--- src/rtl/pin_controller_pkg.sv ---
// pin_controller shared definitions:
// register offsets, mode encodings, FSM states.
package pin_controller_pkg;

  localparam logic [7:0] REG_CMD   = 8'h00;
  localparam logic [7:0] REG_HIGH  = 8'h01;
  localparam logic [7:0] REG_LOW   = 8'h02;
  localparam logic [7:0] REG_DIV   = 8'h03;
  localparam logic [7:0] REG_SCNT  = 8'h10;
  localparam logic [7:0] REG_SWORD = 8'h11;
  localparam logic [7:0] REG_ECNT  = 8'h12;

  typedef enum logic [1:0] {
    MODE_OFF    = 2'd0,
    MODE_CONST  = 2'd1,
    MODE_SQUARE = 2'd2,
    MODE_RECORD = 2'd3
  } mode_e;

  localparam logic [2:0] ST_OFF     = 3'd0;
  localparam logic [2:0] ST_CONST   = 3'd1;
  localparam logic [2:0] ST_SQ_HIGH = 3'd2;
  localparam logic [2:0] ST_SQ_LOW  = 3'd3;
  localparam logic [2:0] ST_RECORD  = 3'd4;

endpackage

--- src/rtl/pin_controller_if.sv ---
// Scheduler command bus as seen by one pin_controller.
// master = scheduler side, slave = pin side.
interface pin_controller_if;

  logic [15:0] bus_addr;
  logic [31:0] bus_data;
  logic        bus_en;
  logic        bus_wr;
  logic        bus_rd;
  logic [31:0] bus_rdata;
  logic        bus_rdata_valid;

  modport master (
    output bus_addr, bus_data,
    output bus_en, bus_wr, bus_rd,
    input  bus_rdata, bus_rdata_valid
  );

  modport slave (
    input  bus_addr, bus_data,
    input  bus_en, bus_wr, bus_rd,
    output bus_rdata, bus_rdata_valid
  );

endinterface

--- src/rtl/pin_sync.sv ---
// 2-flop synchronizer for asynchronous pin inputs.
// Async active-high reset, clears to 0.
module pin_sync (
  input  logic clk,
  input  logic rst,
  input  logic d,
  output logic q
);

  logic s1;

  always_ff @(posedge clk or posedge rst) begin
    if (rst) begin
      s1 <= 1'b0;
      q  <= 1'b0;
    end else begin
      s1 <= d;
      q  <= s1;
    end
  end

endmodule

--- src/rtl/pin_controller.sv ---
// Per-pin controller: off/const/square/record modes.
// Optional rising-edge counter: PIN_CONTROLLER_EDGE_COUNT_EN.
module pin_controller
  import pin_controller_pkg::*;
#(
  parameter logic [7:0] POSITION = 8'd0,
  parameter int         CNT_W    = 32
) (
  input  logic clk,
  input  logic rst,
  pin_controller_if.slave bus,
  input  logic pin_in,
  output logic pin_out,
  output logic pin_oe
);

  localparam logic [CNT_W-1:0] ONE = 1;

  logic             hit;
  logic             wr_hit;
  logic             rd_hit;
  logic             cmd_wr;
  logic [7:0]       off;
  mode_e            mode;
  logic             pin_s;

  logic [CNT_W-1:0] high_time;
  logic [CNT_W-1:0] low_time;
  logic [CNT_W-1:0] sample_div;
  logic [2:0]       state;
  logic [CNT_W-1:0] cnt;
  logic [31:0]      sample_cnt;
  logic [31:0]      sample_word;
  logic [31:0]      edge_val;
  logic [31:0]      read_val;

  assign off    = bus.bus_addr[7:0];
  assign hit    = bus.bus_en &&
                  (bus.bus_addr[15:8] == POSITION);
  assign wr_hit = hit & bus.bus_wr;
  assign rd_hit = hit & bus.bus_rd & ~bus.bus_wr;
  assign cmd_wr = wr_hit && (off == REG_CMD);
  assign mode   = mode_e'(bus.bus_data[1:0]);

  // A zero phase length still lasts one cycle.
  function automatic logic [CNT_W-1:0] ph_load(
    input logic [CNT_W-1:0] t
  );
    return (t == '0) ? '0 : t - ONE;
  endfunction

  pin_sync u_sync (
    .clk (clk),
    .rst (rst),
    .d   (pin_in),
    .q   (pin_s)
  );

  always_ff @(posedge clk or posedge rst) begin
    if (rst) begin
      high_time  <= '0;
      low_time   <= '0;
      sample_div <= '0;
    end else if (wr_hit) begin
      unique case (1'b1)
        (off == REG_HIGH):
          high_time <= bus.bus_data[CNT_W-1:0];
        (off == REG_LOW):
          low_time <= bus.bus_data[CNT_W-1:0];
        (off == REG_DIV):
          sample_div <= bus.bus_data[CNT_W-1:0];
        default: ;
      endcase
    end
  end

  always_ff @(posedge clk or posedge rst) begin
    if (rst) begin
      state       <= ST_OFF;
      cnt         <= '0;
      pin_out     <= 1'b0;
      pin_oe      <= 1'b0;
      sample_cnt  <= '0;
      sample_word <= '0;
    end else if (cmd_wr) begin
      unique case (mode)
        MODE_OFF: begin
          state   <= ST_OFF;
          cnt     <= '0;
          pin_oe  <= 1'b0;
          pin_out <= 1'b0;
        end
        MODE_CONST: begin
          state   <= ST_CONST;
          cnt     <= '0;
          pin_oe  <= 1'b1;
          pin_out <= bus.bus_data[8];
        end
        MODE_SQUARE: begin
          state   <= ST_SQ_HIGH;
          cnt     <= ph_load(high_time);
          pin_oe  <= 1'b1;
          pin_out <= 1'b1;
        end
        MODE_RECORD: begin
          state       <= ST_RECORD;
          cnt         <= sample_div;
          pin_oe      <= 1'b0;
          pin_out     <= 1'b0;
          sample_cnt  <= '0;
          sample_word <= '0;
        end
      endcase
    end else begin
      case (state)
        ST_SQ_HIGH: begin
          if (cnt == '0) begin
            state   <= ST_SQ_LOW;
            pin_out <= 1'b0;
            cnt     <= ph_load(low_time);
          end else begin
            cnt <= cnt - ONE;
          end
        end
        ST_SQ_LOW: begin
          if (cnt == '0) begin
            state   <= ST_SQ_HIGH;
            pin_out <= 1'b1;
            cnt     <= ph_load(high_time);
          end else begin
            cnt <= cnt - ONE;
          end
        end
        ST_RECORD: begin
          if (cnt == '0) begin
            sample_word <= {sample_word[30:0], pin_s};
            sample_cnt  <= sample_cnt + 32'd1;
            cnt         <= sample_div;
          end else begin
            cnt <= cnt - ONE;
          end
        end
        default: ;
      endcase
    end
  end

`ifdef PIN_CONTROLLER_EDGE_COUNT_EN
  logic        pin_q;
  logic [31:0] edge_cnt;

  always_ff @(posedge clk or posedge rst) begin
    if (rst) begin
      pin_q    <= 1'b0;
      edge_cnt <= '0;
    end else begin
      pin_q <= pin_s;
      if (wr_hit && (off == REG_ECNT))
        edge_cnt <= '0;
      else if (pin_s & ~pin_q)
        edge_cnt <= edge_cnt + 32'd1;
    end
  end

  assign edge_val = edge_cnt;
`else
  assign edge_val = '0;
`endif

  always_comb begin
    read_val = '0;
    unique case (1'b1)
      (off == REG_SCNT):  read_val = sample_cnt;
      (off == REG_SWORD): read_val = sample_word;
      (off == REG_ECNT):  read_val = edge_val;
      default: ;
    endcase
  end

  // Reads see register values from before this edge's update.
  always_ff @(posedge clk or posedge rst) begin
    if (rst) begin
      bus.bus_rdata       <= '0;
      bus.bus_rdata_valid <= 1'b0;
    end else begin
      bus.bus_rdata_valid <= rd_hit;
      if (rd_hit)
        bus.bus_rdata <= read_val;
    end
  end

endmodule

--- src/flat_wrapper.sv ---
// flat-port wrapper written by rule: the top's interface ports become plain ports
module pin_controller_flat import pin_controller_pkg::*;
#(
  parameter logic [7:0] POSITION = 8'd0,
  parameter int         CNT_W    = 32
)
  (clk, rst, pin_in, pin_out, pin_oe, bus_bus_addr, bus_bus_data, bus_bus_en, bus_bus_wr, bus_bus_rd, bus_bus_rdata, bus_bus_rdata_valid);
  pin_controller_if bus_i ();
  input  logic clk;
  input  logic rst;
  input  logic pin_in;
  output logic pin_out;
  output logic pin_oe;
  input wire logic [$bits(bus_i.bus_addr)-1:0] bus_bus_addr;
  input wire logic [$bits(bus_i.bus_data)-1:0] bus_bus_data;
  input wire logic [$bits(bus_i.bus_en)-1:0] bus_bus_en;
  input wire logic [$bits(bus_i.bus_wr)-1:0] bus_bus_wr;
  input wire logic [$bits(bus_i.bus_rd)-1:0] bus_bus_rd;
  output wire logic [$bits(bus_i.bus_rdata)-1:0] bus_bus_rdata;
  output wire logic [$bits(bus_i.bus_rdata_valid)-1:0] bus_bus_rdata_valid;
  assign bus_i.bus_addr = bus_bus_addr;
  assign bus_i.bus_data = bus_bus_data;
  assign bus_i.bus_en = bus_bus_en;
  assign bus_i.bus_wr = bus_bus_wr;
  assign bus_i.bus_rd = bus_bus_rd;
  assign bus_bus_rdata = bus_i.bus_rdata;
  assign bus_bus_rdata_valid = bus_i.bus_rdata_valid;
  pin_controller #(.POSITION(POSITION), .CNT_W(CNT_W)) u_core (.clk(clk), .rst(rst), .bus(bus_i), .pin_in(pin_in), .pin_out(pin_out), .pin_oe(pin_oe));
endmodule
--- config.mk ---
export PLATFORM = sky130hd
export DESIGN_NAME = pin_controller_flat
export DESIGN_NICKNAME = d
export VERILOG_FILES = /design/src/rtl/pin_controller_pkg.sv /design/src/rtl/pin_controller_if.sv /design/src/rtl/pin_sync.sv /design/src/rtl/pin_controller.sv /design/src/flat_wrapper.sv
export SDC_FILE = /design/constraint.sdc
export NUM_CORES = 1
export LEC_CHECK = 0
export BUFFER_PORTS_ARGS = -buffer_cell sky130_fd_sc_hd__buf_2
export CAP_MARGIN = 20
export CORE_MARGIN = 8
export CORE_UTILIZATION = 50
export CTS_BUF_LIST = sky130_fd_sc_hd__clkbuf_8
export CTS_CLUSTER_DIAMETER = 80
export DETAILED_ROUTE_END_ITERATION = 7
export PLACE_DENSITY_LB_ADDON = 0.2
export SETUP_SLACK_MARGIN = 0.02
export SLEW_MARGIN = 20
export SYNTH_ARGS = -nofsm -noshare
export SYNTH_HDL_FRONTEND = slang
export SYNTH_HIERARCHICAL = 1
export SYNTH_SLANG_ARGS = --single-unit
--- constraint.sdc ---
create_clock -name clk -period 7.7 [get_ports clk]
set_input_delay 1.155 -clock clk [delete_from_list [all_inputs] [get_ports clk]]
set_output_delay 1.155 -clock clk [all_outputs]
set_load 0.01 [all_outputs]
; After elaboration in Yosys (flattened, before gate mapping)
; Index checks and enable logic that the tools add are counted.
; Widths: inputs -> output; s select.
[classes]
n_bitwise = 4
n_lt_le_gt_ge = 0
n_reduce_logical = 20
n_div = 0
add_sub_neg = 4
muxes = 27
multipliers = 0
eq_ne = 14
shift = 0
[ops]
columns = op, count
row1 = $mux 32, 13
row2 = $pmux 32 s3, 2
row3 = $logic_not 32->1, 3
row4 = $sub 32x1->32 const B, 3
row5 = $pmux 32 s2, 1
row6 = $add 32x1->32 const B, 1
row7 = $eq 8x2->1 const B, 2
row8 = $eq 8x5->1 const B, 2
row9 = $logic_not 8->1, 2
row10 = $pmux 3 s4, 1
row11 = $mux 3, 3
row12 = $eq 8x1->1 const B, 1
row13 = $eq 3x2->1 const B, 2
row14 = $ne 3x1->1 const B, 2
row15 = $pmux 3 s2, 1
row16 = $reduce_and 2->1, 3
row17 = $reduce_and 3->1, 2
row18 = $reduce_or 2->1, 3
row19 = $eq 2x2->1 const B, 2
row20 = $pmux 1 s2, 2
row21 = $reduce_bool 2->1, 2
row22 = $reduce_bool 4->1, 1
row23 = $and 1x1->1, 3
row24 = $eq 3x3->1 const B, 1
row25 = other kinds (8), 11
[word_totals]
ramBits = 0
in_bits = 54
n_memories = 0
wordCells = 82
romBits = 0
latchBits = 0
reg_bits = 232
output_inout_bits = 35

; Longest topological paths before layout
[logic_depth]
word_depth = 6
mapped_depth = 10
mapped_depth_nobuf = 9

; Modules after synthesis
; The synthesis kept the hierarchy.
[modules_own_cells]
columns = mod, cells_each, area_each_um2, seq_area_each_um2, instances
row1 = pin_controller, 1319, 12477.0, 5755.5, 1
row2 = pin_sync, 3, 53.8, 50.0, 1

; Least setup slack after synthesis
; OpenSTA, ideal clock, no wires.
[synth_timing]
path_kind = input port to flip-flop
from = input bus_bus_addr[1]
to = register u_core.cnt[21]
setup_time_ps = 82
path_stages = 7
path_slack_ps = 4470
arrival_time_ps = 3148
required_ps = 7618
path_buffers = 3
path_cell_list = or4_1 > clkbuf_1 > nor4_1 > clkbuf_1 > clkbuf_1 > a2bb2oi_1 > o22ai_1
[synth_via]
elab_chain_len = 3
word_cells_on_any_way = 4
classes_between = 1 x mux / 3 x reduce/logical
[synth_lines]
columns = item, line_no
row1 = start: declaration, flat_wrapper.sv:14  ; input wire logic [$bits(bus_i.bus_addr)-1:0] bus_bus_addr;
row2 = $logic_not 8->1 (*), pin_controller.sv:42  ; assign cmd_wr = wr_hit && (off == REG_CMD);
row3 = $logic_and 1x1->1 (*), pin_controller.sv:42
row4 = $reduce_bool 4->1 (no source line) / $mux 32 (equally long branches), --
row5 = end signal: assignment, pin_controller.sv:101  ; cnt <= ph_load(high_time);
row6 = end signal: assignment, pin_controller.sv:107  ; cnt <= sample_div;
row7 = end signal: assignment, pin_controller.sv:120  ; cnt <= ph_load(low_time);
row8 = end: declaration, pin_controller.sv:31  ; logic [CNT_W-1:0] cnt;
; Mark *: on every way between the ends. The rest lies on a longest branch, timed or not.
; A chain may end at the register's enable or synchronous reset.

; Worst setup path in the final report
[layout_timing]
from = register u_core.cnt[10]
to = register u_core.sample_cnt[31]
[layout_via]
elab_chain_len = 3
[layout_lines]
columns = item, line_no
row1 = $logic_not 32->1, pin_controller.sv:135  ; if (cnt == '0) begin
row2 = $reduce_bool 2->1 (no source line), --
row3 = $reduce_and 3->1 (no source line), --
row4 = end signal: assignment, pin_controller.sv:137  ; sample_cnt <= sample_cnt + 32'd1;
row5 = end: declaration, pin_controller.sv:32  ; logic [31:0] sample_cnt;
; No other way between the ends.

==> flow_metrics.env <==
export IMPL_gr_total_overflow=0
export IMPL_n_antenna_cell=0
export IMPL_syn_area_per_cell_um2=9.48
export IMPL_wl_met2_mm=17.2
export IMPL_grt_usage_pct=23.6
export IMPL_coreArea_um2=24900
export IMPL_clockBufferDepth=3
export IMPL_antenna_found_initial=0
export IMPL_cts_setup_buffers=0
export IMPL_num_nets_final=1461
export IMPL_synth_edf_count=0
export IMPL_post_route_util_pct=57.0
export IMPL_worst_ep_arrival_time_ns=4.26
export IMPL_slew_violations=0
export IMPL_dieWidth_um=174
export IMPL_max_freq_mhz=263
export IMPL_grt_setup_unrepaired="false"
export IMPL_syn_num_nets=1387
export IMPL_relSlewSlack_pct=26.8
export IMPL_setup_tns_ns=0
export IMPL_rows=58
export IMPL_cap_violations=0
export IMPL_portBuffers=88
export IMPL_path_max_fanout=21
export IMPL_area_growth_pct=13.2
export IMPL_hpwl_mm=24.1
export IMPL_cts_buffers=41
export IMPL_htree_levels=2
export IMPL_cts_root_buf="clkbuf_8"
export IMPL_ios=89
export IMPL_fin_crit_ns=3.81
export IMPL_fin_crit_sh_pct=49.4
export IMPL_avgViaCountPerCell=6.14
export IMPL_drive_above_1_share_pct=20.1
export IMPL_cts_hold_buf=0
export IMPL_cp_startpoint="u_core/cnt[10]$_DFFE_PP0P_"
export IMPL_grt_pass1_vias=10600
export IMPL_crit_type="flip-flop to flip-flop"
export IMPL_multi_input_area_um2=6430
export IMPL_drcViolationCount=0
export IMPL_met1Wirelength_mm=15.3
export IMPL_power_total_w=0.00246
export IMPL_synth_async_reset_ratio_pct=100
export IMPL_yosysUniqueCellTypes=69
export IMPL_netlist_instances=1322
export IMPL_placed_cells=1682
export IMPL_skew_ns=0.0216
export IMPL_firstDrtPassIters=5
export IMPL_wl_per_cell_um=20.7
export IMPL_hold_path_class="flip-flop to flip-flop"
export IMPL_start_util_pct=50.3
export IMPL_worstSetupEndpointType="flip-flop"
export IMPL_r2r_cells=7
export IMPL_clk_latency_ns=0.55
export IMPL_crit_required_ns=8.15
export IMPL_setup_slack_ns=3.89
export IMPL_vdd_drop_max_v=0.000121
export IMPL_regArea_um2=5810
export IMPL_grt_pass1_wl_mm=58.5
export IMPL_highest_layer="met4"
export IMPL_status="completed"
export IMPL_rr_endpoint="u_core/sample_cnt[31]$_DFFE_PP0P_"
export IMPL_clock_sinks=232
export IMPL_stdcell_count=1755
export IMPL_dieHeight_um=174
export IMPL_grt_max_degree=100
export IMPL_ant_nets=0
export IMPL_timing_rr_start="u_core/cnt[10]$_DFFE_PP0P_"
export IMPL_power_leakage_nw=6.49
export IMPL_critPathCapture="u_core/sample_cnt[31]$_DFFE_PP0P_"
export IMPL_fillers=2200
export IMPL_power_density_nw_per_um2=174
export IMPL_clk_pin_slew_ns=0.06
export IMPL_via_count=10800
export IMPL_finalWirelength_mm=36.3
export IMPL_drt_iter0_drc=1245
export IMPL_ys_flop_type="dfrtp_1"
export IMPL_gp_congestion=0.936
export IMPL_dieArea_um2=30400
export IMPL_wl_met3_mm=2.61
export IMPL_rrSetupSlack_ns=3.89
export IMPL_place_ws_ns=3.50
export IMPL_synth_seq_cells=232
export IMPL_syn_area_um2=12500
export IMPL_tritoncts="done"
export IMPL_ys_warnings_count=6
export IMPL_worst_slew_pin_slew_ns=1.09
export IMPL_ys_seq_area_share_pct=46.3
export IMPL_hold_viol_final=0
export IMPL_final_setup_viol_count=0
export IMPL_cts_resized=0
export IMPL_worstSetupStartpointType="flip-flop"
registers in the layout, indices dropped and copies added (netlist names):
name and cells:
u_core/pin_oe 1, u_core/high_time 32, u_core/u_sync/q 1, u_core/u_sync/s1 1, u_core/state 3, u_core/low_time 32
u_core/sample_cnt 32, u_core/bus.bus_rdata 32, u_core/pin_out 1, u_core/sample_word 32, u_core/bus.bus_rdata_valid 1, u_core/sample_div 32
u_core/cnt 32
synth_stat cells, drive strengths merged (7+ instances only):
cell | number | area, um^2
or2 | 7 | 43.8
xnor2 | 60 | 526
inv | 14 | 52.6
o211ai | 12 | 90.1
ha | 11 | 138
clkbuf | 72 | 270
a21oi | 63 | 315
nand3 | 66 | 343
dfrtp | 232 | 5810
o221ai | 9 | 78.8
mux2 | 90 | 1010
or4 | 14 | 105
a31oi | 9 | 56.3
nor2 | 76 | 288
a22oi | 48 | 360
nor3b | 8 | 65.1
nand2 | 171 | 642
xor2 | 29 | 254
o21ai | 102 | 510
nand4 | 19 | 119
or3 | 35 | 219
nor4 | 31 | 209
and2 | 7 | 43.8
nor3 | 46 | 240
layout make-up:
cell class,instances,area share (%)
Tap cell,330,2.91
Inverter,14,0.423
Clock inverter,21,1.09
Multi-Input combinational cell,998,45.3
Clock buffer,51,4.95
Timing Repair Buffer,109,4.38
Sequential cell,232,40.9
how the worst min path moves through the flow:
| stage | cells past startpoint | start | to |
|---|---|---|---|
| 6_report | 0 | u_core/u_sync/s1$_DFF_PP0_ | u_core/u_sync/q$_DFF_PP0_ |
| 5_1_grt | 0 | u_core/u_sync/s1$_DFF_PP0_ | u_core/u_sync/q$_DFF_PP0_ |
| 4_1_cts | 0 | u_core/u_sync/s1$_DFF_PP0_ | u_core/u_sync/q$_DFF_PP0_ |
| 3_5_place_dp | 0 | u_core/u_sync/s1$_DFF_PP0_ | u_core/u_sync/q$_DFF_PP0_ |
| 3_3_place_gp | 0 | u_core/u_sync/s1$_DFF_PP0_ | u_core/u_sync/q$_DFF_PP0_ |
| 2_1_floorplan | 0 | u_core/u_sync/s1$_DFF_PP0_ | u_core/u_sync/q$_DFF_PP0_ |
layer usage:
layer  track usage [%]  up-vias
met2              38.3      430
met4              9.26        0
met1              31.0     5270
met3              4.17       91
met5                 0        -
li1                  -     4977
placed cells by master, fill, tap and decap left out, types with 9 or more instances in the layout:
master    instances
dfrtp_1         232
nand2_1         171
o21ai_0         101
mux2_2           90
buf_2            88
nor2_1           72
nand3_1          65
a21oi_1          63
xnor2_1          60
clkbuf_8         51
a22oi_1          48
nor3_1           41
or3_1            35
xor2_1           29
nor4_1           28
inv_1            23
nand4_1          19
buf_4            19
or4_1            14
o211ai_1         12
ha_1             11
a31oi_1           9
o221ai_1          9
worst max-delay path, cell delays in order, from the launching register on:
cell and delay [ns]:
dfrtp_1 0.45, or4_1 0.70, nor4_4 0.56, and3_1 0.91, a31oi_1 0.17, buf_4 0.26, nor4b_1 0.43, mux2i_1 0.24
where the power goes:
group	leakage [nW]	switching, W	internal (W)	total (W)
clock network	0.478	0.000519	0.000667	0.00119
logic	2.88	0.0000398	0.0000143	0.0000541
registers	3.13	0.000000587	0.00122	0.00122
metrics by stage:
step | cell area, um^2 | hold slack, ns
final | 14200 | 0.351
after global routing | 14200 | 0.366
after CTS | 14100 | 0.355
after detailed placement | 13300 | 0.341
after global placement | 13300 | 0.336
after floorplan | 12500 | 0.331
cells by family (layout without fill, tap and decap cells):
group / Yosys count / in the layout / synth area share, %
flops: 232 / 232 / 46.3
buf+inv: 92 / 195 / 2.91
simple gates: 512 / 512 / 20.5
compound gates: 293 / 293 / 14.6
mux: 93 / 93 / 8.33
fa+ha+maj: 11 / 11 / 1.10
xor+xnor: 89 / 89 / 6.22
No activity file was read; power rests on OpenSTA's default activity.
